$ cat src/rtl/fifo_defs.sv
// Shared defaults for the byte-stream FIFO controller and its 64x8 dual-port RAM.
//   DW_DEF       : data width (must match the RAM word width)
//   AW_DEF       : address width; depth is 2**AW_DEF
//   AF_LEVEL_DEF : occupancy at or above which almost_full asserts
//   DEPTH        : number of entries for the default address width
//   fifo_depth() : number of entries for a given address width
package fifo_defs;

  localparam int unsigned DW_DEF       = 8;
  localparam int unsigned AW_DEF       = 6;
  localparam int unsigned AF_LEVEL_DEF = 56;
  localparam int unsigned DEPTH        = 1 << AW_DEF;

  function automatic int unsigned fifo_depth(input int unsigned aw);
    return 1 << aw;
  endfunction

endpackage

$ cat src/rtl/fifo_ptr.sv
// AW-bit wrapping pointer with enable. Wraps naturally from 2**AW-1 to 0.
//   clk   : system clock
//   rst_n : asynchronous active-low reset, pointer returns to 0
//   en    : advance the pointer by one this cycle
//   ptr   : current pointer value
module fifo_ptr
  import fifo_defs::*;
#(
  parameter int unsigned AW = AW_DEF
) (
  input  logic          clk,
  input  logic          rst_n,
  input  logic          en,
  output logic [AW-1:0] ptr
);

  always_ff @(posedge clk or negedge rst_n) begin
    if (!rst_n) begin
      ptr <= '0;
    end else if (en) begin
      ptr <= ptr + AW'(1);
    end
  end

endmodule

$ cat src/rtl/fifo_ctrl_dp.sv
// Synchronous FIFO controller sitting directly upstream of a true dual-port RAM.
// RAM port 1 is the write port, RAM port 2 is read-only. The RAM's registered
// q2 is passed straight through as rd_data and qualified by rd_valid.
//   clk, rst_n          : clock, asynchronous active-low reset
//   wr_en, wr_data      : push request and data
//   rd_en               : pop request
//   rd_data, rd_valid   : pop data (from ram_q2) and its strobe, one cycle after the pop
//   full, empty         : registered occupancy flags
//   almost_full         : registered, count >= AF_LEVEL
//   count               : registered occupancy 0..2**AW
//   overflow, underflow : one-cycle pulses for a rejected push / pop
//   ram_we1/add1/d1     : RAM write port
//   ram_we2/add2/d2     : RAM read port (write side tied off)
//   ram_q2              : RAM registered read data
module fifo_ctrl_dp
  import fifo_defs::*;
#(
  parameter int unsigned DW       = DW_DEF,
  parameter int unsigned AW       = AW_DEF,
  parameter int unsigned AF_LEVEL = AF_LEVEL_DEF
) (
  input  logic          clk,
  input  logic          rst_n,
  input  logic          wr_en,
  input  logic [DW-1:0] wr_data,
  input  logic          rd_en,
  output logic [DW-1:0] rd_data,
  output logic          rd_valid,
  output logic          full,
  output logic          empty,
  output logic          almost_full,
  output logic [AW:0]   count,
  output logic          overflow,
  output logic          underflow,
  output logic          ram_we1,
  output logic [AW-1:0] ram_add1,
  output logic [DW-1:0] ram_d1,
  output logic          ram_we2,
  output logic [AW-1:0] ram_add2,
  output logic [DW-1:0] ram_d2,
  input  logic [DW-1:0] ram_q2
);

  localparam logic [AW:0] DEPTH_CNT = (AW+1)'(fifo_depth(AW));
  localparam logic [AW:0] AF_CNT    = (AW+1)'(AF_LEVEL);

  logic          push_ok;
  logic          pop_ok;
  logic [AW-1:0] wr_ptr;
  logic [AW-1:0] rd_ptr;
  logic [AW:0]   count_nxt;

  // Acceptance uses the registered flags, so at full a simultaneous push is
  // refused while the pop proceeds, and at empty the reverse.
  assign push_ok = wr_en & ~full;
  assign pop_ok  = rd_en & ~empty;

  fifo_ptr #(.AW(AW)) u_wr_ptr (
    .clk   (clk),
    .rst_n (rst_n),
    .en    (push_ok),
    .ptr   (wr_ptr)
  );

  fifo_ptr #(.AW(AW)) u_rd_ptr (
    .clk   (clk),
    .rst_n (rst_n),
    .en    (pop_ok),
    .ptr   (rd_ptr)
  );

  always_comb begin
    count_nxt = count;
    if (push_ok && !pop_ok) begin
      count_nxt = count + (AW+1)'(1);
    end else if (pop_ok && !push_ok) begin
      count_nxt = count - (AW+1)'(1);
    end
  end

  // Flags are derived from count_nxt so they are registered alongside count.
  always_ff @(posedge clk or negedge rst_n) begin
    if (!rst_n) begin
      count       <= '0;
      empty       <= 1'b1;
      full        <= 1'b0;
      almost_full <= 1'b0;
      rd_valid    <= 1'b0;
      overflow    <= 1'b0;
      underflow   <= 1'b0;
    end else begin
      count       <= count_nxt;
      empty       <= (count_nxt == '0);
      full        <= (count_nxt == DEPTH_CNT);
      almost_full <= (count_nxt >= AF_CNT);
      rd_valid    <= pop_ok;
      overflow    <= wr_en & full;
      underflow   <= rd_en & empty;
    end
  end

  assign ram_we1  = push_ok;
  assign ram_add1 = wr_ptr;
  assign ram_d1   = wr_data;
  assign ram_we2  = 1'b0;
  assign ram_add2 = rd_ptr;
  assign ram_d2   = '0;
  assign rd_data  = ram_q2;

endmodule

$ cat config.mk
export PLATFORM = sky130hd
export DESIGN_NAME = fifo_ctrl_dp
export DESIGN_NICKNAME = d
export VERILOG_FILES = /design/src/rtl/fifo_defs.sv /design/src/rtl/fifo_ptr.sv /design/src/rtl/fifo_ctrl_dp.sv
export SDC_FILE = /design/constraint.sdc
export NUM_CORES = 1
export LEC_CHECK = 0
export ABC_AREA = 1
export CAP_MARGIN = 20
export CELL_PAD_IN_SITES_DETAIL_PLACEMENT = 0
export CELL_PAD_IN_SITES_GLOBAL_PLACEMENT = 1
export CORE_UTILIZATION = 31
export DETAILED_ROUTE_END_ITERATION = 12
export PLACE_DENSITY = 0.86
export RECOVER_POWER = 50
export SLEW_MARGIN = 10
export SYNTH_ARGS = -nofsm -noshare
export SYNTH_HDL_FRONTEND = slang
export SYNTH_HIERARCHICAL = 1
export SYNTH_SLANG_ARGS = --single-unit
$ cat constraint.sdc
create_clock -name clk -period 3.1 [get_ports clk]
set_input_delay 0.62 -clock clk [delete_from_list [all_inputs] [get_ports clk]]
set_output_delay 0.62 -clock clk [all_outputs]
set_load 0.01 [all_outputs]
==> results.txt, run 1 <==
Syn Inst Count: 194
H-Tree Depth: 1
CTS sink cnt: 25
Crit-path max FO: 3
Clock latency on the worst-skew pair: 0.27 ns
Reg-to-reg slack, setup: 1.18 ns
Finished Layout Cells: 279
Die height: 72.0 µm
Largest net degree at the start of global routing: 26
Setup WS pre-CTS: 0.633 ns
Post-CTS setup buffers: 0
Final-layout fill cell count: 496
Worst slew pin tran: 1.36 ns
DRC violations left: 0
Worst setup margin: 0.570 ns
Fin Hold WS: 0.505 ns
Total GRT Usage: 10.8%
# Max-Cap Violations: 0
Relative slew slack: 9.45%
Final Net Count: 237
Worst min path class: reg -> reg
Layout area overhead: 17.3%
Top flop regs: count x7, u_rd_ptr/ptr x6, u_wr_ptr/ptr x6
RD Place Congestion: 0.739
Row cnt: 25
Vias per std cell: 3.97
Fmax achieved: 395 MHz
Core ar.: 4720 µm²
Top cell type's share of synthesized area: 39.5%
Port bufs: 29
DR iter-0 viols: 26
CTS Buffer Depth: 2
# diodes: 0
Largest cells by area after synthesis: dfrtp_1 40%, nand2_1 15%, buf_4 12%
Mapped Area: 1520 µm²
Final TNS setup: 0 ns
Num ports: 71
PD cells: 909 nW/µm²
CTS Root Cell: clkbuf_8
Post-synth top area cell: dfrtp_1
CTS tree: built
Post-route clock period utilization: 81.6%
Full die area: 5190 µm²
Worst IR Drop VDD: 0.436 mV
Post-CTS sizing: 0
DRT Wirelength: 2.56 mm
RSZ-0062 raised after global routing: false
First-pass detailed-route iteration total: 4
Placed insts: 275
Yosys warning count: 6
Max Slew Vio Count: 0
Vias in the first global route: 1022
Share of post-route cells with drive strength above 1: 8.96%
Worst EP required: 2.48 ns
Yosys cell types: 19
Fin. Hold Viols: 0
Max FFs per register: 7
Worst Path Arrival: 1.91 ns
CTS clk-pin slew, worst paths: 0.09 ns
Via Count: 1107
FF+latch count, synth: 25
First-pass GRT wire length: 4.40 mm
Post-layout min period: 2.53 ns
Post-DRT Antenna Nets: 0
Hold-fix buffers at CTS: 0
Die width: 72.0 µm
Initial antenna violation count: 0
WL/cell: 9.19 µm
Critical path class: in -> out
Setup crit start kind: input pin
DP HPWL: 1.98 mm
Top reg by flops: count
GRT overflow: 0
Crit. End Element: output port
Final setup viols: 0
Status: finished clean
Sequential share of the synthesized area: 41.2%
Initial Util: 32.2%
LEAKAGE: 0.000916 µW
Mapped Avg Cell Area: 7.84 µm²
Setup Skew: 0.00532 ns
Num CTS Buffers: 3
==> power by group <==
part	switching (µW)	total (µW)	internal, µW
clock	104	194	90.0
combinational	411	818	407
sequential	147	609	463
total	662	1620	959
==> cell type report <==
type	count	area [µm²]	share of cell area [%]
flip-flops and latches	25	627	35.2
clock buffers	3	41.3	2.32
well taps	67	83.8	4.70
repair buffers	31	298	16.7
inverters	28	105	5.89
clock inverters	1	5.00	0.281
multi-input cells	124	623	34.9
==> final timing paths <==
| kind | startpoint | to | depth (start not counted) |
|---|---|---|---|
| max | wr_en | ram_we1 | 4 |
| max in group asynchronous | rst_n | full$_DFF_PN0_ | 2 |
| min reg2reg | u_wr_ptr/ptr[5]$_DFFE_PN0P_ | u_wr_ptr/ptr[5]$_DFFE_PN0P_ | 2 |
| max reg2reg | empty$_DFF_PN1_ | almost_full$_DFF_PN0_ | 8 |
| min | u_wr_ptr/ptr[5]$_DFFE_PN0P_ | u_wr_ptr/ptr[5]$_DFFE_PN0P_ | 2 |
| min in group asynchronous | rst_n | u_wr_ptr/ptr[4]$_DFFE_PN0P_ | 2 |
==> stage by stage <==
stage | power [µW] | util (%) | cell area, µm²
6_report | 1620 | 37.7 | 1780
4_1_cts | 1650 | 38.1 | 1800
5_1_grt | 1780 | 37.7 | 1780
3_3_place_gp | 1440 | 37.1 | 1750
2_1_floorplan | 1110 | - | 1550
3_5_place_dp | 1450 | 37.1 | 1750
==> cell usage in the layout (no fill, tap or decap), types with 3 or more instances in the layout <==
cell type / instances
nand3b_1: 3
nand3_1: 15
nand2_2: 5
nor2_2: 5
clkbuf_8: 3
o21ai_0: 4
inv_1: 28
xor2_1: 5
nand2_1: 59
conb_1: 9
ha_1: 4
clkdlybuf4s50_1: 26
dfrtp_1: 24
dlygate4sd3_1: 3
nor2_1: 10
==> cells by family (layout without fill, tap and decap cells) <==
| group | count (synthesis) | in the layout | synth area share [%] |
|---|---|---|---|
| DFF | 25 | 25 | 41.2 |
| muxes | 2 | 2 | 1.48 |
| other | 1 | 9 | 0.247 |
| buffers and inverters | 53 | 63 | 19.3 |
| xor gates and xnor gates | 5 | 5 | 2.88 |
| AOI/OAI and AO/OA | 5 | 5 | 2.39 |
| adders and majority gates | 4 | 4 | 3.29 |
| and+or+nand+nor | 99 | 99 | 29.2 |
==> critical path, cell delays in order <==
cell,delay (ns)
dlygate4sd3_1,0.58
inv_1,0.06
nor2_2,0.10
clkdlybuf4s50_1,0.55
==> routing by layer <==
metal / vias up / share of wire (%) / wire, µm / track usage [%]
met5: - / 0 / 0 / 0
met4: 0 / 0.74 / 19 / 2.18
met3: 4 / 4.4 / 113 / 3.19
met2: 26 / 47 / 1200 / 18.2
met1: 488 / 48 / 1230 / 13.9
li1: 589 / - / - / -
==> synthesized netlist by cell type <==
library cell	instances
xor2_1	5
dfrtp_1	24
nor2_1	9
conb_1	1
o21ai_4	1
dfstp_2	1
nand3b_1	3
nand4_1	1
ha_1	4
mux2_2	2
buf_4	25
nand2_1	59
inv_1	28
nand2_2	5
o21ai_0	4
nor2_2	5
nand2_4	1
nand3_1	15
nor2_4	1
Power figures use the tool's default switching activity.
==> inputs of run 2 (changes only) <==
--- a/config.mk
+++ b/config.mk
@@ -9,9 +9,9 @@
 export CAP_MARGIN = 20
 export CELL_PAD_IN_SITES_DETAIL_PLACEMENT = 0
 export CELL_PAD_IN_SITES_GLOBAL_PLACEMENT = 1
-export CORE_UTILIZATION = 31
+export CORE_UTILIZATION = 28
 export DETAILED_ROUTE_END_ITERATION = 12
-export PLACE_DENSITY = 0.86
+export PLACE_DENSITY = 0.79
 export RECOVER_POWER = 50
 export SLEW_MARGIN = 10
 export SYNTH_ARGS = -nofsm -noshare
==> constraint.sdc (replaced) <==
create_clock -name clk -period 2.6 [get_ports clk]
set_input_delay 0.52 -clock clk [delete_from_list [all_inputs] [get_ports clk]]
set_output_delay 0.52 -clock clk [all_outputs]
set_load 0.01 [all_outputs]
==> results.txt, run 2 (synthesized netlist as in run 1, its figures left out) <==
Post-DRT Antenna Nets: 0
Fin Hold WS: 0.505 ns
FF-to-FF path depth: 10
# Max-Cap Violations: 0
RD Place Congestion: 0.808
CTS tree: built
Final setup viols: 0
Fin. Hold Viols: 0
Final Net Count: 237
Worst Path Arrival: 1.81 ns
Row cnt: 26
First-pass detailed-route iteration total: 4
Post-CTS setup buffers: 0
Final instance area: 1790 µm²
Hold-fix buffers at CTS: 0
PD cells: 1090 nW/µm²
R2r endpoint: full$_DFF_PN0_
Commonest cells after routing, fill and taps aside: 59 x nand2_1, 28 x inv_1, 26 x clkdlybuf4s50_1, 24 x dfrtp_1, 15 x nand3_1
Crit-path max FO: 3
Worst IR Drop VDD: 0.344 mV
CTS clk-pin slew, worst paths: 0.09 ns
Reg-to-reg slack, setup: 0.81 ns
Crit-path cells: dlygate4sd3_1, inv_1, nor2_2, clkdlybuf4s50_1
DR iter-0 viols: 25
Top reg by flops: count
Worst min path class: reg -> reg
Post-route clock period utilization: 89.8%
GRT overflow: 0
Setup Skew: 0.00249 ns
Core ar.: 5170 µm²
Hold-critical path depth: 2
Num CTS Buffers: 3
Placed Area: 1760 µm²
Num ports: 71
Final TNS setup: 0 ns
Die width: 75.7 µm
Largest net degree at the start of global routing: 26
Max FFs per register: 7
First-pass GRT wire length: 4.74 mm
Relative slew slack: 7.86%
Share of post-route cells with drive strength above 1: 9.43%
HP Start: u_wr_ptr/ptr[5]$_DFFE_PN0P_
Setup crit start kind: input pin
Vias in the first global route: 1052
Post-CTS sizing: 0
R2r startpoint: full$_DFF_PN0_
RSZ-0062 raised after global routing: false
Via Count: 1134
CTS Buffer Depth: 2
Total GRT Usage: 11.1%
Max Slew Vio Count: 0
Post-layout min period: 2.33 ns
Top flop regs: count x7, u_rd_ptr/ptr x6, u_wr_ptr/ptr x6
Full die area: 5730 µm²
Most common cell after layout, fill and taps aside: nand2_1
Initial antenna violation count: 0
Vias per std cell: 4.02
Die height: 75.7 µm
Worst slew pin tran: 1.38 ns
DP HPWL: 2.06 mm
Initial Util: 29.4%
H-Tree Depth: 1
Final-layout fill cell count: 535
Critical path class: in -> out
CP max stage delay: 0.58 ns
CTS sink cnt: 25
LEAKAGE: 0.000917 µW
Layout area overhead: 18.0%
# diodes: 0
Worst EP required: 2.08 ns
CTS Root Cell: clkbuf_8
Port bufs: 29
WL/cell: 9.76 µm
Fmax achieved: 428 MHz
Worst path slowest cell: dlygate4sd3_1
DRC violations left: 0
Status: finished clean
Clock latency on the worst-skew pair: 0.27 ns
DRT Wirelength: 2.75 mm
Crit. End Element: output port
End of the worst hold path: u_wr_ptr/ptr[5]$_DFFE_PN0P_
-- run 2: cell count changes in the layout (fill, tap and decap cells not counted) --
cell,delta
nor2_1,-1
nor2_4,+1
-- run 2: metrics by stage --
step | worst slack (ns) | util (%) | total power, µW | instances
floorplan | 1.01 | - | 1320 | 202
global placement | 0.292 | 33.9 | 1720 | 278
detailed placement | 0.315 | 33.9 | 1740 | 278
CTS | 0.303 | 34.8 | 1990 | 282
global route | 0.145 | 34.7 | 2160 | 282
finish | 0.266 | 34.7 | 1950 | 282
-- run 2: worst max-delay path by stage --
stage | startpoint | to | slack (ns)
2_1_floorplan | wr_en | empty$_DFF_PN1_ | 1.01
3_3_place_gp | wr_en | ram_we1 | 0.29
3_5_place_dp | wr_en | ram_we1 | 0.31
4_1_cts | wr_en | ram_we1 | 0.30
5_1_grt | wr_en | full$_DFF_PN0_ | 0.15
6_report | wr_en | ram_we1 | 0.27
-- run 2: cell type report --
type,count,area (µm²),area share (%)
clock buffers,3,41.3,2.30
repair buffers,31,298,16.6
inverters,28,105,5.86
flip-flops and latches,25,627,34.9
well taps,70,87.6,4.88
clock inverters,1,5.00,0.279
multi-input cells,124,631,35.1
-- run 2: power by group --
| part | switching [µW] | internal, µW |
|---|---|---|
| Sequential | 180 | 552 |
| Combinational | 497 | 487 |
| Clock | 130 | 107 |
-- run 2: critical path: cells and delay by family --
family | cells | cell delay, ns
buf+inv | 3 | 1.19
simple gates | 1 | 0.10
-- run 2: routing by layer --
layer	GRT usage (%)	vias to the layer above	share of wire, %
li1	-	586	-
met2	18.4	31	47
met3	3.04	5	5.8
met4	3.91	0	1.1
met5	0	-	0
met1	14.0	512	46
